## src/rtl/rank_8_seq.sv

```systemverilog
`default_nettype none
// ============================================================================
// Module   : rank_8_seq
// Purpose  : Serial 8-value frame rank decoder: loads 8 values, computes each
//            one's stable ascending rank, then streams (idx, value, rank).
// Revision : 1.0 - initial release
// ============================================================================
module rank_8_seq #(
    parameter int W = 8
) (
    input  logic         clk,
    input  logic         rst,
    input  logic         in_valid,
    output logic         in_ready,
    input  logic [W-1:0] in_data,
    output logic         out_valid,
    input  logic         out_ready,
    output logic [W-1:0] out_data,
    output logic [2:0]   out_idx,
    output logic [2:0]   out_rank,
    output logic         out_last,
    output logic         busy
);

    localparam logic [1:0] c_ST_LOAD = 2'd0;
    localparam logic [1:0] c_ST_RANK = 2'd1;
    localparam logic [1:0] c_ST_SEND = 2'd2;

    logic [1:0]   state_q, state_d;
    logic [2:0]   cnt_q, cnt_d;
    logic [W-1:0] data_q [8];
    logic [W-1:0] data_d [8];
    logic [2:0]   rank_q [8];
    logic [2:0]   rank_d [8];
    logic [2:0]   w_rank;

    // Element i outranks j when strictly larger, or equal and later in arrival.
    // At most 7 other elements can precede it, so 3 bits never overflow.
    always_comb begin
        w_rank = 3'd0;
        for (int j = 0; j < 8; j++) begin
            if ((data_q[j] < data_q[cnt_q]) ||
                ((data_q[j] == data_q[cnt_q]) && (3'(j) < cnt_q))) begin
                w_rank = w_rank + 3'd1;
            end
        end
    end

    always_comb begin
        state_d = state_q;
        cnt_d   = cnt_q;
        data_d  = data_q;
        rank_d  = rank_q;
        case (state_q)
            c_ST_LOAD: begin
                if (in_valid) begin
                    data_d[cnt_q] = in_data;
                    cnt_d         = cnt_q + 3'd1;
                    if (cnt_q == 3'd7) begin
                        state_d = c_ST_RANK;
                    end
                end
            end
            c_ST_RANK: begin
                rank_d[cnt_q] = w_rank;
                cnt_d         = cnt_q + 3'd1;
                if (cnt_q == 3'd7) begin
                    state_d = c_ST_SEND;
                end
            end
            c_ST_SEND: begin
                if (out_ready) begin
                    cnt_d = cnt_q + 3'd1;
                    if (cnt_q == 3'd7) begin
                        state_d = c_ST_LOAD;
                    end
                end
            end
            default: begin
                state_d = c_ST_LOAD;
                cnt_d   = 3'd0;
            end
        endcase
    end

    always_ff @(posedge clk or posedge rst) begin
        if (rst) begin
            state_q <= c_ST_LOAD;
            cnt_q   <= 3'd0;
            for (int i = 0; i < 8; i++) begin
                data_q[i] <= '0;
                rank_q[i] <= 3'd0;
            end
        end else begin
            state_q <= state_d;
            cnt_q   <= cnt_d;
            for (int i = 0; i < 8; i++) begin
                data_q[i] <= data_d[i];
                rank_q[i] <= rank_d[i];
            end
        end
    end

    // in_ready is masked by rst so it reads low for the whole reset pulse.
    assign in_ready  = (state_q == c_ST_LOAD) && !rst;
    assign out_valid = (state_q == c_ST_SEND);
    assign out_idx   = cnt_q;
    assign out_data  = data_q[cnt_q];
    assign out_rank  = rank_q[cnt_q];
    assign out_last  = (cnt_q == 3'd7);
    assign busy      = (state_q == c_ST_RANK) || (state_q == c_ST_SEND);

endmodule
`default_nettype wire

```

## config.mk

```make
export PLATFORM = sky130hd
export DESIGN_NAME = rank_8_seq
export DESIGN_NICKNAME = d
export VERILOG_FILES = /design/src/rtl/rank_8_seq.sv
export SDC_FILE = /design/constraint.sdc
export NUM_CORES = 1
export LEC_CHECK = 0
export BUFFER_PORTS_ARGS = -buffer_cell sky130_fd_sc_hd__clkbuf_2
export CAP_MARGIN = 20
export CORE_MARGIN = 2
export CORE_UTILIZATION = 57
export DETAILED_ROUTE_END_ITERATION = 16
export HOLD_SLACK_MARGIN = 0.1
export PLACE_DENSITY = 0.77
export SLEW_MARGIN = 10
export SYNTH_ARGS = -nofsm -noshare
export SYNTH_HDL_FRONTEND = slang
export SYNTH_SLANG_ARGS = --single-unit
```

## constraint.sdc

```tcl
create_clock -name clk -period 6.9 [get_ports clk]
set_input_delay 1.035 -clock clk [delete_from_list [all_inputs] [get_ports clk]]
set_output_delay 1.035 -clock clk [all_outputs]
set_load 0.02 [all_outputs]
```

==> flow_summary_export.csv, run 1 <==
group,metric,value,unit
run_status,outcome,"finished clean",
synthesis,synth_edf_count,0,
clock_network,cts.sinks,93,
synthesis,ys.flop_type,"dfrtp_1",
routing,first_pass_iters,5,
worst_setup_path,cp-startpoint,"out_idx[2]",
global_routing,grt_max_degree,70,
global_routing,grt_usage,29.1,%
routing,viasPerCell,6.49,
cells_and_area,antenna_cells,0,
worst_setup_path,path_class,"reg -> reg",
floorplanning,pin_count,30,
timing,worst_slew_pin_slew,1.05,ns
floorplanning,std_cell_rows,38,
worst_setup_path,rrSetupSlack,0.31,ns
synthesis,synth_cell_type_count,67,
timing,fmax,152,MHz
synthesis,syn_nets,690,
clock_network,clk_pin_slew,0.07,ns
worst_setup_path,slowest_delay,0.49,ns
worst_setup_path,reg2regPathDepth,30,
routing,wire_per_inst,21.9,µm
placement,io_buffers,29,
placement,gp_congestion,0.980,
worst_setup_path,critPathMaxFanout,9,
synthesis,ys_warn_count,0,
routing,drc,0,
synthesis,synth.yosys.seq_area_share,35.9,%
worst_hold_path,hold_path.class,"reg -> reg",
worst_setup_path,cp.required,7.10,ns
worst_setup_path,rr_startpoint,"out_idx[2]",
floorplanning,die_h,111,µm
cells_and_area,drive_gt1_share,29.2,%
synthesis,synthCells,600,
timing,setup_slack,0.312,ns
timing,skew,0.0126,ns
routing,via_count,5160,
clock_network,cts_max_level,3,
global_routing,grt_pass1_wl,28000,µm
global_routing,grt_pass1_vias,5200,
floorplanning,die_x,111,µm
worst_setup_path,worstReg2RegEnd,"rank_q[20]",
worst_setup_path,crit_end,"rank_q[20]",
worst_setup_path,cp.arrival,6.78,ns
timing,relSlewSlack,29.9,%
cells_and_area,fin_cells,795,
global_routing,grt_overflow,0,
clock_network,cts-root-buf,"clkbuf_16",
worst_setup_path,crit_path_top_delay_cell,"dfrtp_2",
synthesis,synth_area,0.00648,mm²
placement,placedCellCount,769,
timing,min_period,6.59,ns
flow_run,cap_violations,0,
timing,setup_violations,0,
clock_network,clk_latency,0.36,ns
clock_network,tritoncts,"done",
floorplanning,initial_core_util,59.0,%
timing,final_hold_viol_count,0,
floorplanning,dieArea,0.0122,mm²
placement,place_hpwl,12800,µm
cells_and_area,nNetsFinal,743,
synthesis,synth-async-reset-ratio,100,%
worst_setup_path,endpoint_kind,"flip-flop",
routing,antenna_left,0,
cells_and_area,area.growth.synth_to_final,13.4,%
cells_and_area,design_area,0.00734,mm²
worst_hold_path,whs_path_depth,2,
clock_network,clock_path_buffers,2,
routing,drtIter0Drc,423,
worst_setup_path,start_kind,"flip-flop",
timing,fin_crit_sh,95.5,%
cells_and_area,fin_util,66.9,%
synthesis,avgSynthCellArea,10.8,µm²
worst_setup_path,worst_path_most_repeated_cell,"ha_1",
clock_network,numCtsBuffers,9,
placement,dp_worst_setup_slack,-0.0509,ns
global_routing,antenna_found_initial,0,
clock_network,holdBufCountCts,0,
synthesis,synth.ff_latch_count,93,
routing,totalWireLength,17400,µm
floorplanning,coreArea,0.0110,mm²
timing,maxSlewViolCount,0,
placement,post_dp_cell_area,0.00687,mm²
[worst min path at each step]
| stage | start | end | slack [ns] |
|---|---|---|---|
| 2_1_floorplan | rank_q[23] | rank_q[23] | 0.45 |
| 3_3_place_gp | rank_q[14] | rank_q[14] | 0.47 |
| 3_5_place_dp | rank_q[6] | rank_q[6] | 0.48 |
| 4_1_cts | rank_q[14] | rank_q[14] | 0.49 |
| 5_1_grt | rank_q[0] | rank_q[0] | 0.53 |
| 6_report | rank_q[3] | rank_q[3] | 0.49 |
[per-layer routing]
metal	track usage (%)	vias to the layer above	wire length, µm
met2	44.7	278	7920
met3	6.31	60	1450
met5	0	-	0
met4	13.0	0	667
li1	-	2323	-
met1	39.7	2499	7340
[state kept, by name (all words and copies together) (netlist names)]
name and cells:
data_q 64, state_q 2, rank_q 24, out_idx 3
[logic make-up after synthesis]
group	count (synthesis)	synth area share (%)
buf+inv	48	3.09
mux	96	18.4
compound gates	130	13.9
flops	93	35.9
fa+ha+maj	78	15.1
simple gates	143	10.7
xor+xnor	12	2.88
[critical path, delay by kind of cell (launching register included)]
kind	cells	cell delay, ns
xor+xnor	3	1.14
flops	1	0.49
compound gates	11	1.95
simple gates	7	0.84
buf+inv	3	0.48
fa+ha+maj	6	1.51
[layout make-up]
cell class	count	area (µm²)
Clock buffer	10	229
Clock inverter	3	40.0
Fill cell	861	3640
Inverter	29	110
Multi-Input combinational cell	459	4050
Sequential cell	93	2330
Tap cell	140	175
Timing Repair Buffer	61	410
[cells in the final DEF, fill, tap and decap left out, drive strengths merged, types with 2 or more instances in the layout]
cell type  instances
clkbuf            39
a211oi             2
o21ai             33
or3                3
nand2b             5
and3               2
a31oi              6
a2bb2oi            2
nor2              27
nand4             11
and2               4
a221oi             3
o221ai             2
a21oi             39
a21o               6
o211ai             6
nor4               2
mux2              67
mux4              11
nor3               7
nand3             13
dfrtp             93
ha                78
inv               28
clkinv             3
a2111oi            2
o221a              3
o21a               9
mux2i             18
buf               32
nor2b             12
a22oi              5
nand2             54
xnor2              9
[cell usage after synthesis (all sizes together), types with 10 or more instances]
| master | instances | area, µm² |
|---|---|---|
| buf | 10 | 57.6 |
| ha | 78 | 976 |
| nand2 | 54 | 203 |
| mux4 | 11 | 248 |
| mux2i | 18 | 193 |
| nor2b | 12 | 75.1 |
| dfrtp | 93 | 2330 |
| inv | 29 | 109 |
| a21oi | 39 | 195 |
| nand3 | 13 | 65.1 |
| o21ai | 33 | 165 |
| mux2 | 67 | 754 |
| nand4 | 11 | 68.8 |
| nor2 | 27 | 111 |
[metrics by stage]
step           hold WS (ns)  setup TNS [ns]
2_1_floorplan         0.449               0
3_5_place_dp          0.478          -0.182
5_1_grt               0.526        -0.00550
4_1_cts               0.491               0
3_3_place_gp          0.466               0
6_report              0.487               0
[what timing repair did]
action | in CTS | in global routing
hold endpoints to repair | 0 | 0
setup endpoints to repair | 8 | 16
setup buffers | 0 | 13
pin swaps | 0 | 3
resized for setup | 2 | 13
Power of run 1 is left out: the tool's default activity adds up to more than one toggle a clock period on the data nets, which glitch-free logic cannot reach.
==> run 2: changes to the inputs <==
- CORE_UTILIZATION: 57 -> 50
- PLACE_DENSITY: 0.77 -> 0.69
==> flow_summary_export.csv, run 2 (same netlist as run 1, synthesis figures left out) <==
group,metric,value,unit
placement,gp_congestion,0.937,
timing,setup_violations,0,
worst_setup_path,path_buf_inv,2,
floorplanning,pin_count,30,
cells_and_area,largest_register,"data_q",
floorplanning,coreArea,0.0126,mm²
worst_setup_path,cp.required,7.10,ns
worst_setup_path,crit_family,"adder cells",
floorplanning,die_x,118,µm
routing,first_pass_iters,7,
floorplanning,std_cell_rows,41,
routing,antenna_left,0,
global_routing,grt_pass1_vias,5153,
worst_setup_path,crit_path_top_delay_cell,"dfrtp_2",
timing,grt_setup_unrepaired,"no",
clock_network,cts_max_level,3,
placement,place_hpwl,12800,µm
cells_and_area,area.growth.synth_to_final,14.4,%
worst_setup_path,start_kind,"flip-flop",
global_routing,grt_overflow,0,
timing,whs,0.488,ns
routing,drtIter0Drc,327,
worst_setup_path,slowest_delay,0.49,ns
clock_network,numCtsBuffers,9,
timing,final_hold_viol_count,0,
floorplanning,initial_core_util,51.3,%
timing,skew,0.0125,ns
flow_run,cap_violations,0,
cells_and_area,antenna_cells,0,
global_routing,grt_pass1_wl,28100,µm
cells_and_area,design_area,0.00741,mm²
worst_setup_path,endpoint_kind,"flip-flop",
worst_setup_path,path_class,"reg -> reg",
run_status,outcome,"finished clean",
timing,fin_crit_sh,94.4,%
clock_network,clk_latency,0.36,ns
worst_setup_path,worst_path_most_repeated_cell,"ha_1",
timing,setup_tns,0,ns
clock_network,clock_path_buffers,2,
placement,post_dp_cell_area,0.00695,mm²
clock_network,clk_pin_slew,0.06,ns
timing,relSlewSlack,34.0,%
timing,fmax,154,MHz
routing,drc,0,
floorplanning,dieArea,0.0139,mm²
routing,wire_per_inst,20.6,µm
placement,placedCellCount,804,
global_routing,grt_usage,25.8,%
timing,maxSlewViolCount,0,
worst_setup_path,critPathMaxFanout,27,
worst_setup_path,cp.arrival,6.71,ns
worst_hold_path,hold_path.class,"reg -> reg",
clock_network,cts-root-buf,"clkbuf_16",
routing,totalWireLength,17100,µm
timing,min_period,6.51,ns
floorplanning,die_h,118,µm
cells_and_area,nNetsFinal,743,
placement,io_buffers,29,
cells_and_area,layout_common_cells,"91 x dfrtp_1, 77 x ha_1, 67 x mux2_2, 54 x nand2_1, 39 x a21oi_1",
cells_and_area,drive_gt1_share,28.8,%
clock_network,cts.sinks,93,
routing,via_count,4992,
cells_and_area,fin_cells,829,
global_routing,grt_max_degree,56,
global_routing,antenna_found_initial,0,
timing,worst_slew_pin_slew,0.987,ns
cells_and_area,final_common_cell,"dfrtp_1",
clock_network,tritoncts,"done",
routing,viasPerCell,6.02,
cells_and_area,largest_reg_flops,64,
run 2: changes by cell type in the layout (fill, tap and decap cells not counted), sizes merged:
cell	delta
bufinv	+1
clkinvlp	+1
run 2: worst reg2reg max path: cells and delay by family (launching register included):
kind,cells,cell delay (ns)
AO/OA/AOI/OAI,11,1.78
XOR/XNOR,4,1.25
adder cells (fa/ha/maj),6,1.79
buffers and inverters,2,0.34
flip-flops,1,0.49
AND/OR/NAND/NOR,5,0.73
run 2: final cells by class:
type / count / area [µm²]
Multi-Input combinational cell: 459 / 4010
Inverter: 29 / 110
Tap cell: 172 / 215
Clock buffer: 10 / 239
Fill cell: 1043 / 5210
Sequential cell: 93 / 2330
Clock inverter: 5 / 85.1
Timing Repair Buffer: 61 / 418
run 2: stage by stage:
step                      utilization (%)  worst slack, ns
after floorplan                         -           0.0161
after global placement               55.1            0.280
after detailed placement             55.1          -0.0421
after CTS                            58.1           0.0271
after global routing                 58.7           0.0559
final                                58.7            0.389
run 2: metal layers:
layer	vias to the layer above	GRT usage, %	wire length [µm]
li1	2324	-	-
met1	2468	35.3	7660
met2	161	39.8	7880
met3	39	6.20	1110
met4	0	9.94	478
met5	-	0	0
run 2: repair_timing:
action / CTS / global route
endpoints found under the setup margin: 8 / 13
resized for setup: 2 / 7
pin swaps: 0 / 3
gates cloned: 0 / 0
buffers inserted: 4 / 6
hold buffers: 0 / 0
run 2: path summary, 6_finish.rpt:
path                       slack (ns)  cells past startpoint    endpoint  startpoint
setup / recovery                 0.39                     28  rank_q[20]  out_idx[1]
hold / removal                   0.49                      2   rank_q[6]   rank_q[6]
setup reg to reg                 0.39                     28  rank_q[20]  out_idx[1]
hold reg to reg                  0.49                      2   rank_q[6]   rank_q[6]
max in group asynchronous        4.95                      3  data_q[22]         rst
min in group asynchronous        0.78                      2  data_q[32]         rst
Power of run 2 is left out for the same reason.
==> run 3: changes to the inputs <==
- CORE_MARGIN: 2 -> not set
==> flow_summary_export.csv, run 3 (same netlist as run 1, synthesis figures left out) <==
group,metric,value,unit
run_status,outcome,"finished clean",
worst_setup_path,cp.required,7.13,ns
placement,dp_worst_setup_slack,-0.0875,ns
clock_network,clk_latency,0.36,ns
floorplanning,pin_count,30,
worst_setup_path,path_buf_inv,3,
timing,maxSlewViolCount,0,
cells_and_area,antenna_cells,0,
floorplanning,dieArea,0.0134,mm²
cells_and_area,nNetsFinal,739,
clock_network,cts.sinks,93,
routing,first_pass_iters,6,
routing,totalWireLength,17500,µm
timing,relSlewSlack,29.0,%
clock_network,holdBufCountCts,0,
clock_network,tritoncts,"done",
routing,viasPerCell,6.11,
timing,worst_slew_pin_slew,1.06,ns
timing,skew,0.00930,ns
timing,setup_slack,0.355,ns
placement,place_hpwl,13300,µm
routing,via_count,5049,
placement,post_dp_cell_area,0.00694,mm²
worst_hold_path,hold_path.class,"reg -> reg",
placement,gp_congestion,0.939,
global_routing,grt_pass1_wl,27900,µm
timing,min_period,6.55,ns
floorplanning,std_cell_rows,41,
worst_setup_path,crit_path_top_delay_cell,"dfrtp_2",
worst_setup_path,slowest_delay,0.49,ns
routing,drc,0,
timing,fin_crit_sh,94.9,%
worst_setup_path,cp.arrival,6.77,ns
global_routing,grt_usage,28.2,%
clock_network,numCtsBuffers,9,
routing,drtIter0Drc,393,
worst_setup_path,critPathMaxFanout,14,
global_routing,antenna_found_initial,0,
timing,fmax,153,MHz
clock_network,clk_pin_slew,0.07,ns
timing,setup_violations,0,
cells_and_area,largest_register,"data_q",
worst_setup_path,endpoint_kind,"flip-flop",
floorplanning,die_x,116,µm
clock_network,cts_max_level,3,
placement,io_buffers,29,
worst_setup_path,worst_path_most_repeated_cell,"ha_1",
cells_and_area,design_area,0.00736,mm²
cells_and_area,area.growth.synth_to_final,13.7,%
floorplanning,die_h,116,µm
cells_and_area,drive_gt1_share,29.4,%
floorplanning,coreArea,0.0126,mm²
flow_run,cap_violations,0,
worst_setup_path,rrSetupSlack,0.35,ns
clock_network,cts-root-buf,"clkbuf_16",
global_routing,grt_pass1_vias,5105,
cells_and_area,layout_common_cells,"90 x dfrtp_1, 76 x ha_1, 67 x mux2_2, 54 x nand2_1, 38 x a21oi_1",
timing,final_hold_viol_count,0,
cells_and_area,largest_reg_flops,64,
global_routing,grt_max_degree,58,
worst_setup_path,start_kind,"flip-flop",
routing,wire_per_inst,21.2,µm
floorplanning,initial_core_util,51.3,%
cells_and_area,final_common_cell,"dfrtp_1",
worst_setup_path,crit_family,"adder cells",
worst_setup_path,path_class,"reg -> reg",
clock_network,clock_path_buffers,2,
global_routing,grt_overflow,0,
routing,antenna_left,0,
-- run 3: cell count changes in the layout (fill, tap and decap cells not counted), sizes merged --
cell | previous run | this run
clkbuf | 39 | 40
clkinvlp | 1 | 2
clkinv | 3 | 2
buf | 32 | 28
-- run 3: worst register-to-register path: stages (launching register included) --
cell	delay, ns
dfrtp_2	0.49
buf_12	0.18
buf_4	0.18
or3_1	0.37
and3_1	0.17
buf_4	0.19
ha_1	0.35
nand4_1	0.13
a2111oi_2	0.33
a31oi_2	0.13
and2_2	0.32
xnor2_2	0.18
ha_2	0.38
nor2b_1	0.07
a31oi_2	0.24
ha_1	0.28
xor3_1	0.40
a22o_1	0.19
nand3b_1	0.15
ha_1	0.28
nor2_1	0.04
a31oi_2	0.22
ha_1	0.18
nand2_1	0.05
xnor3_2	0.45
xnor2_4	0.31
o21ai_0	0.13
-- run 3: per-layer routing --
metal  part of all wire (%)  GRT usage (%)
met2                     46           44.3
met4                    3.2           13.5
met5                      0              0
met1                     45           37.9
met3                    6.4           4.76
-- run 3: what timing repair did --
action,in CTS,in global routing
gates cloned,0,0
resized for setup,2,10
buffers inserted,0,6
pin swaps,0,2
endpoints found under the setup margin,8,16
-- run 3: final timing paths --
path / from / endpoint / depth (start not counted)
worst max-delay path: out_idx[1] / rank_q[23] / 26
worst min-delay path: rank_q[8] / rank_q[8] / 2
worst max register to register: out_idx[1] / rank_q[23] / 26
worst min register to register: rank_q[8] / rank_q[8] / 2
max in group asynchronous: rst / out_idx[0] / 3
min in group asynchronous: rst / out_idx[1] / 2
-- run 3: metrics by stage --
stage / TNS, ns / utilization (%) / instances / hold slack [ns]
2_1_floorplan: 0 / - / 600 / 0.449
3_3_place_gp: 0 / 55.0 / 804 / 0.463
3_5_place_dp: -0.500 / 55.0 / 804 / 0.476
4_1_cts: 0 / 57.7 / 820 / 0.492
5_1_grt: -0.157 / 58.4 / 826 / 0.513
6_report: 0 / 58.4 / 826 / 0.490
-- run 3: final cells by class --
class / instances / area, µm²
fillers: 1085 / 5260
flip-flops and latches: 93 / 2330
clock inverters: 5 / 83.8
clock buffers: 11 / 243
repair buffers: 57 / 368
inverters: 29 / 110
well taps: 172 / 215
multi-input cells: 459 / 4010
Power of run 3 is left out for the same reason.
